--- src/rtl/pwm_fade_ctrl.sv ---
// pwm_fade_ctrl: duty-cycle sequencer for a pwm instance.
// Steps dutyCycle through a fade envelope on step ticks:
// ramp up, hold high, ramp down, hold low. Ramps saturate at the plateau levels.
//
// Ports:
//   clk, rst                 clock, asynchronous active-high reset
//   enable                   0 freezes the block (ticks and start ignored)
//   stepPulse                envelope tick strobe (counted each cycle high while enabled)
//   start, stop, loop        sequencing control
//   minDuty, maxDuty         envelope levels, latched at start
//   stepSize, holdTicks      ramp increment and plateau length, latched at start
//   dutyCycle                registered duty word to the pwm
//   busy                     high whenever not IDLE
//   cycleDone                one-clk pulse after each completed cycle
//   state                    debug encoding of the FSM state
module pwm_fade_ctrl #(
  parameter int WIDTH = 8
) (
  input  logic             clk,
  input  logic             rst,
  input  logic             enable,
  input  logic             stepPulse,
  input  logic             start,
  input  logic             stop,
  input  logic             loop,
  input  logic [WIDTH-1:0] minDuty,
  input  logic [WIDTH-1:0] maxDuty,
  input  logic [WIDTH-1:0] stepSize,
  input  logic [7:0]       holdTicks,
  output logic [WIDTH-1:0] dutyCycle,
  output logic             busy,
  output logic             cycleDone,
  output logic [2:0]       state
);

  typedef enum logic [2:0] {
    IDLE      = 3'd0,
    RAMP_UP   = 3'd1,
    HOLD_HIGH = 3'd2,
    RAMP_DOWN = 3'd3,
    HOLD_LOW  = 3'd4
  } state_t;

  state_t           cur_state, nxt_state;
  logic [WIDTH-1:0] duty_q, duty_d;
  logic [WIDTH-1:0] lo_q, hi_q, step_q;
  logic [7:0]       hold_q, hold_cnt_q, hold_cnt_d;
  logic             busy_q, done_q, done_d;
  logic             stop_pend_q, stop_pend_d;
  logic             latch_cfg, cycle_end, tick;
  logic [WIDTH:0]   up_res, down_res;

  // Saturating ramp step toward hi: MSB flags that the plateau was reached.
  // The sum is formed one bit wider so it can never wrap.
  function automatic logic [WIDTH:0] sat_step_up(input logic [WIDTH-1:0] d,
                                                 input logic [WIDTH-1:0] s,
                                                 input logic [WIDTH-1:0] h);
    logic [WIDTH:0] sum;
    sum = {1'b0, d} + {1'b0, s};
    if (sum >= {1'b0, h}) return {1'b1, h};
    return {1'b0, sum[WIDTH-1:0]};
  endfunction

  // Saturating ramp step toward lo; d never drops below l, so d-l cannot wrap.
  function automatic logic [WIDTH:0] sat_step_down(input logic [WIDTH-1:0] d,
                                                   input logic [WIDTH-1:0] s,
                                                   input logic [WIDTH-1:0] l);
    if ((d - l) <= s) return {1'b1, l};
    return {1'b0, d - s};
  endfunction

  assign tick     = enable & stepPulse;
  assign up_res   = sat_step_up(duty_q, step_q, hi_q);
  assign down_res = sat_step_down(duty_q, step_q, lo_q);

  always_comb begin
    nxt_state   = cur_state;
    duty_d      = duty_q;
    hold_cnt_d  = hold_cnt_q;
    done_d      = 1'b0;
    latch_cfg   = 1'b0;
    cycle_end   = 1'b0;
    // A stop seen at any point while busy is remembered until the cycle ends.
    stop_pend_d = stop_pend_q | (stop & (cur_state != IDLE));

    case (cur_state)
      IDLE: begin
        if (enable && start) begin
          latch_cfg   = 1'b1;
          duty_d      = minDuty;
          nxt_state   = RAMP_UP;
          stop_pend_d = stop;
        end
      end
      RAMP_UP: begin
        if (tick) begin
          duty_d = up_res[WIDTH-1:0];
          if (up_res[WIDTH]) begin
            if (hold_q == 8'd0) begin
              nxt_state = RAMP_DOWN;
            end else begin
              nxt_state  = HOLD_HIGH;
              hold_cnt_d = hold_q;
            end
          end
        end
      end
      HOLD_HIGH: begin
        if (tick) begin
          if (hold_cnt_q == 8'd1) nxt_state = RAMP_DOWN;
          else                    hold_cnt_d = hold_cnt_q - 8'd1;
        end
      end
      RAMP_DOWN: begin
        if (tick) begin
          duty_d = down_res[WIDTH-1:0];
          if (down_res[WIDTH]) begin
            if (hold_q == 8'd0) begin
              cycle_end = 1'b1;
            end else begin
              nxt_state  = HOLD_LOW;
              hold_cnt_d = hold_q;
            end
          end
        end
      end
      HOLD_LOW: begin
        if (tick) begin
          if (hold_cnt_q == 8'd1) cycle_end = 1'b1;
          else                    hold_cnt_d = hold_cnt_q - 8'd1;
        end
      end
      default: nxt_state = IDLE;
    endcase

    // The live stop input is checked too, so a stop on the final tick still wins.
    if (cycle_end) begin
      done_d = 1'b1;
      if (loop && !stop_pend_q && !stop) begin
        nxt_state = RAMP_UP;
        duty_d    = lo_q;
      end else begin
        nxt_state   = IDLE;
        duty_d      = '0;
        stop_pend_d = 1'b0;
      end
    end
  end

  always_ff @(posedge clk or posedge rst) begin
    if (rst) begin
      cur_state   <= IDLE;
      duty_q      <= '0;
      busy_q      <= 1'b0;
      done_q      <= 1'b0;
      stop_pend_q <= 1'b0;
      hold_cnt_q  <= 8'd0;
    end else begin
      cur_state   <= nxt_state;
      duty_q      <= duty_d;
      busy_q      <= (nxt_state != IDLE);
      done_q      <= done_d;
      stop_pend_q <= stop_pend_d;
      hold_cnt_q  <= hold_cnt_d;
    end
  end

  // Envelope configuration is captured once per start and held while busy.
  always_ff @(posedge clk) begin
    if (latch_cfg) begin
      lo_q   <= minDuty;
      hi_q   <= (maxDuty > minDuty) ? maxDuty : minDuty;
      step_q <= (stepSize == '0) ? {{(WIDTH-1){1'b0}}, 1'b1} : stepSize;
      hold_q <= holdTicks;
    end
  end

  assign dutyCycle = duty_q;
  assign busy      = busy_q;
  assign cycleDone = done_q;
  assign state     = cur_state;

endmodule

--- config.mk ---
export PLATFORM = sky130hd
export DESIGN_NAME = pwm_fade_ctrl
export DESIGN_NICKNAME = d
export VERILOG_FILES = /design/src/rtl/pwm_fade_ctrl.sv
export SDC_FILE = /design/constraint.sdc
export NUM_CORES = 1
export LEC_CHECK = 0
export BUFFER_PORTS_ARGS = -buffer_cell sky130_fd_sc_hd__buf_2
export CAP_MARGIN = 20
export CORE_AREA = 2 2 96 98
export CTS_CLUSTER_DIAMETER = 80
export CTS_CLUSTER_SIZE = 10
export DETAILED_ROUTE_END_ITERATION = 6
export DIE_AREA = 0 0 98 100
export PLACE_DENSITY = 0.66
export SKIP_LAST_GASP = 1
export SYNTH_ARGS = -nofsm -noshare
export SYNTH_HDL_FRONTEND = slang
export SYNTH_SLANG_ARGS = --single-unit
--- constraint.sdc ---
create_clock -name clk -period 7.29 [get_ports clk]
set_input_delay 1.0935 -clock clk [delete_from_list [all_inputs] [get_ports clk]]
set_output_delay 1.0935 -clock clk [all_outputs]
set_load 0.01 [all_outputs]
# ---- After elaboration in Yosys (flattened, before gate mapping)
# Index checks and enable logic that the tools add are counted.
# Widths: inputs -> output; s select.
dict set report word_totals {
  elab_cells 95
  output_inout_bits 13
  input_bits 39
  regBits 54
}
dict set report op_classes {
  n_bitwise 3
  mux 46
  eq_ne 14
  n_reduce_logical 15
  n_lt_le_gt_ge 3
  addsub 4
}
# cell count
set op_table {}
lappend op_table {{$mux 8} 13}
lappend op_table {{$pmux 8 s3} 2}
lappend op_table {{$mux 9} 4}
lappend op_table {{$mux 3} 9}
lappend op_table {{$logic_not 8->1} 2}
lappend op_table {{$mux 1} 16}
lappend op_table {{$sub 8x8->8} 2}
lappend op_table {{$pmux 3 s5} 1}
lappend op_table {{$ne 2x2->1 const B} 5}
lappend op_table {{$add 8x8->9} 1}
lappend op_table {{$ge 9x8->1} 1}
lappend op_table {{$ne 3x3->1 const B} 3}
lappend op_table {{$reduce_bool 3->1} 3}
lappend op_table {{$eq 8x1->1 const B} 1}
lappend op_table {{$gt 8x8->1} 1}
lappend op_table {{$le 8x8->1} 1}
lappend op_table {{$sub 8x1->8 const B} 1}
lappend op_table {{$reduce_and 7->1} 1}
lappend op_table {{$eq 3x2->1 const B} 2}
lappend op_table {{$reduce_and 4->1} 1}
lappend op_table {{$reduce_bool 4->1} 1}
lappend op_table {{$eq 3x1->1 const B} 1}
lappend op_table {{$eq 3x3->1 const B} 1}
lappend op_table {{$logic_and 1x1->1} 3}
lappend op_table {{7 further kinds} 9}

# ---- Longest topological paths before layout
dict set report logic_depth {
  ltp_word 9
  mapped_depth 19
  mapped_depth_nobuf 17
}

# ---- Worst setup path after synthesis
# OpenSTA, ideal clock, no wires.
dict set report synth_path {
  path_kind {reg2reg}
  from {reg duty_q[1], in the netlist dutyCycle[1]}
  to {reg duty_q[6], in the netlist dutyCycle[6]}
  n_path_buf 0
  setup_ns 0.120
  t_required_ns 7.170
  synth_period_minus_slack_ns 3.662
  stages_incl_launch_ff 16
  arrival_time_ns 3.543
  setup_slack_ns 3.628
  cell_sequence {dfrtp_1 -> inv_1 -> fa_1 -> o21bai_2 -> a221oi_2 -> nor2b_1 -> xnor2_1 -> ha_1 -> a21o_1 -> a211oi_2 -> o311ai_2 -> a41oi_4 -> mux2_2 -> a221oi_1 -> nor3_1 -> a31o_1}
}
dict set report synth_via {
  elab_chain_len 9
  word_cells_on_any_way 21
  classes_between {3 x add/sub; 2 x order compare; 3 x eq/ne; 11 x mux; 2 x reduce/logical}
}
# item line
set synth_lines {}
lappend synth_lines {{start, declared} 45} ;# logic [WIDTH-1:0] duty_q, duty_d;
lappend synth_lines {{start signal, assigned} 160} ;# duty_q <= duty_d;
lappend synth_lines {{$sub 8x8->8} 68} ;# if ((d - l) <= s) return {1'b1, l};
lappend synth_lines {{$le 8x8->1} 68}
lappend synth_lines {{$mux 1} 68}
lappend synth_lines {{$mux 9} 69} ;# return {1'b0, d - s};
lappend synth_lines {{$mux 1} 117} ;# if (down_res[WIDTH]) begin
lappend synth_lines {{$mux 1} 115} ;# if (tick) begin
lappend synth_lines {{$pmux 1 s2} 86} ;# case (cur_state)
lappend synth_lines {{$ne 3x3->1 (no source line) or $reduce_bool 4->1 (tied branches)} --}
lappend synth_lines {{$reduce_and 4->1 (no source line)} --}
# Several ways; a longest one is shown, not always the timed one. The select of a mux whose other input is x is not followed.
# A chain may end at the register's enable or synchronous reset.

# ---- Worst setup path after layout
# Same ends and word-level chain as after synthesis.

==> flow_metrics.py <==
metrics = {
    "outcome": {
        "outcome": "complete, but fails checks",
        "violations": "DRC",
    },
    "global_route": {
        "gr-total-overflow": 0,
        "grtUsageMet3_pct": 2.786,
        "first_global_vias": 3288,
        "use_met1_pct": 29.02,
        "grt_max_degree": 34,
        "grt.busiest_layer": "met2",
        "grt_util_met2_pct": 33.61,
        "grt_pass1_wl_um": 16230,
        "grt_use_total_pct": 20.65,
        "antenna_found_initial": 0,
    },
    "timing": {
        "setup-tns-final_ns": 0,
        "final_hold_viol_count": 0,
        "fin_skew_ns": 0.01119,
        "max_slew_margin_pct": 40.63,
        "rsz0062_at_grt": "false",
        "worst_pin_slew_ns": 0.8896,
        "max_clock_freq_mhz": 223.0,
        "min_period_ns": 4.484,
        "slew_viol_final": 0,
        "period_share_pct": 61.52,
        "finalSetupViolations": 0,
    },
    "hold_path": {
        "min-delay-start": "hold_cnt_q[5]$_DFFE_PP0P_",
        "hold_path.class": "reg2reg",
    },
    "place": {
        "port_buffers": 51,
        "globalplace.congestion": 0.9062,
        "hpwl_um": 7614,
        "placed_area_um2": 4583,
    },
    "setup_path": {
        "rr_startpoint": "dutyCycle[1]$_DFFE_PP0P_",
        "critPathRequiredTime_ns": 7.51,
        "worstSetupPathType": "reg2reg",
        "critPathBufInv": 1,
        "cp_cell_sequence": "inv_1 > fa_1 > o21bai_2 > a221oi_2 > nor2b_1 > xnor2_1 > ha_1 > a21o_1 > a211oi_2 > o311ai_2 > a41oi_4 > mux2_2 > a221oi_1 > nor3_1 > a31o_1",
        "worst-path-max-fanout": 13,
        "crit_start": "dutyCycle[1]$_DFFE_PP0P_",
        "crit_family": "compound AO/OA/AOI/OAI gates",
        "slowest_delay_ns": 0.52,
        "startpoint_type": "register",
        "cp-end-kind": "register",
        "arrival_ns": 4.70,
        "worst_path_max_delay_cell": "a41oi_4",
    },
    "detailed_routing": {
        "wl_per_cell_um": 16.24,
        "drt-initial-drc-count": 417,
        "drt_wl_total_um": 9777,
        "viasPerCell": 5.664,
        "drtPass1Iterations": 7,
        "ant_nets": 0,
        "drc": 7,
        "via_count": 3410,
    },
    "clock_network": {
        "insertion_delay_ns": 0.32,
        "htreeDepth": 2,
        "cts_max_path_buffers": 2,
        "post_cts_resized": 0,
        "cts_hold_buf": 0,
        "cts_sinks": 54,
        "cts_buffers": 5,
        "post_cts_buffers": 0,
        "root_buffer": "clkbuf_8",
        "cts.reportedPaths.clkPinSlew_ns": 0.11,
        "cts_tree": "yes",
    },
    "yosys": {
        "synth_seq_cells": 54,
        "synth.top_cell.area_share_pct": 22.26,
        "ys.flop_type": "edfxtp_1",
        "syn_area_per_cell_um2": 9.425,
        "syn_inst": 458,
        "yosysSeqAreaShare_pct": 35.01,
        "ys_warn_count": 0,
        "syn_nets": 548,
        "yosys-top-cells-area": "edfxtp_1 22%, ha_1 14%, dfrtp_1 13%",
        "synth-edff-count": 32,
        "synth_area_leader_cell": "edfxtp_1",
        "netlist_area_um2": 4317,
        "synthArstFlopShare_pct": 40.74,
        "synth_cell_types": 62,
        "post-synth-top-count-cell": "ha_1",
        "ys_top_cells_by_count": "48 x ha_1, 44 x inv_1, 32 x edfxtp_1, 31 x nand2_1",
    },
    "die": {
        "pin_count": 52,
        "dieArea_um2": 9800,
        "fp.dieH_um": 100,
        "start_util_pct": 48.56,
        "dieWidth_um": 98,
        "row_count": 35,
        "core-area_um2": 8890,
    },
    "layout": {
        "final_nets": 580,
        "num-fill-cells": 819,
        "drive_above_1_share_pct": 16.29,
        "antenna-diode-count": 0,
        "syn_to_final_growth_pct": 8.348,
        "fin_area_um2": 4677,
    },
    "flow_run": {
        "max_cap_violations": 0,
    },
    "power_and_ir_drop": {
        "power_density_nw_per_um2": 422.5,
        "p_leak_nw": 2.075,
        "peakVddDrop_uv": 172.8,
    },
}
[stage by stage]
step                      hold WS, ns  cells  total power [mW]  utilization [%]  setup slack (ns)
after floorplan                0.4892    458             1.526                -             3.628
after global placement         0.5164    594             1.764            51.56             2.936
after detailed placement       0.5246    594             1.781            51.56             2.944
after CTS                      0.5563    602             1.973            52.61             2.871
after global routing           0.5731    602             2.159            52.61             2.599
final                          0.5500    602             1.976            52.61             2.806
[cell families (layout without fill, tap and decap cells)]
family,Yosys count,in the layout,share of synthesized area [%]
simple gates,129,129,15.54
buf+inv,72,105,7.102
flops,54,54,35.01
xor+xnor,19,19,3.855
compound gates,114,114,18.46
mux,19,19,4.725
fa+ha+maj,51,51,15.30
[layout make-up]
type                       count  area (um^2)  area share (%)
sequential                    54         1511           32.32
clock buffer                   5        68.82           1.471
clock inverter                 3        25.02          0.5350
timing repair buffer          52        262.8           5.618
multi-input combinational    332         2501           53.48
tap                          111        138.9           2.969
inverter                      45        168.9           3.612
[flip-flops by register name, indices dropped and copies added, names as in the netlist]
| name | flops |
|---|---|
| hold_q | 8 |
| cycleDone | 1 |
| busy | 1 |
| hi_q | 8 |
| step_q | 8 |
| stop_pend_q | 1 |
| lo_q | 8 |
| state | 3 |
| dutyCycle | 8 |
| hold_cnt_q | 8 |
[where the power goes]
part	total [mW]	internal (mW)	switching [mW]
Sequential	0.511	0.406	0.104
Combinational	1.29	0.547	0.740
Clock	0.178	0.0696	0.109
Total	1.98	1.02	0.953
[metal layers]
layer  vias to the layer above  part of all wire [%]
met1                      1602                    48
met2                        96                    46
li1                       1695                     -
met4                         0                   1.4
met5                         -                     0
met3                        17                   4.2
[cells in the final DEF (no fill, tap or decap), types with 3 or more instances in the layout]
| cell type | Yosys | routed |
|---|---|---|
| nand3b_1 | 3 | 3 |
| fa_1 | 3 | 3 |
| nor2_1 | 30 | 30 |
| mux2_2 | 3 | 3 |
| edfxtp_1 | 32 | 32 |
| a211oi_1 | 7 | 7 |
| a22o_1 | 6 | 6 |
| and3_1 | 6 | 6 |
| nand2_1 | 31 | 31 |
| dfrtp_1 | 22 | 22 |
| nor2b_1 | 12 | 11 |
| mux2i_1 | 8 | 8 |
| inv_1 | 44 | 44 |
| nand4_1 | 3 | 3 |
| nor4_1 | 3 | 3 |
| a21oi_1 | 30 | 30 |
| and2_1 | 4 | 4 |
| o21bai_1 | 4 | 4 |
| xor2_1 | 4 | 4 |
| mux2_1 | 8 | 8 |
| nand3_1 | 4 | 4 |
| buf_2 | 8 | 51 |
| ha_1 | 48 | 48 |
| o21ai_0 | 15 | 15 |
| nand2b_1 | 7 | 7 |
| a21o_1 | 7 | 7 |
| o31ai_1 | 4 | 4 |
| o21ai_1 | 9 | 9 |
| xnor2_1 | 15 | 15 |
| nor3_1 | 12 | 12 |
| clkbuf_8 | 0 | 5 |
| a31oi_1 | 8 | 8 |
[final timing paths]
check | endpoint | slack, ns | cells after the start
min reg2reg | hold_cnt_q[5]$_DFFE_PP0P_ | 0.55 | 1
max reg2reg | dutyCycle[6]$_DFFE_PP0P_ | 2.81 | 15
min | hold_cnt_q[5]$_DFFE_PP0P_ | 0.55 | 1
max in group asynchronous | dutyCycle[3]$_DFFE_PP0P_ | 5.80 | 2
min in group asynchronous | cycleDone$_DFF_PP0_ | 0.94 | 2
max | dutyCycle[6]$_DFFE_PP0P_ | 2.81 | 15
Power figures use the tool's default switching activity.
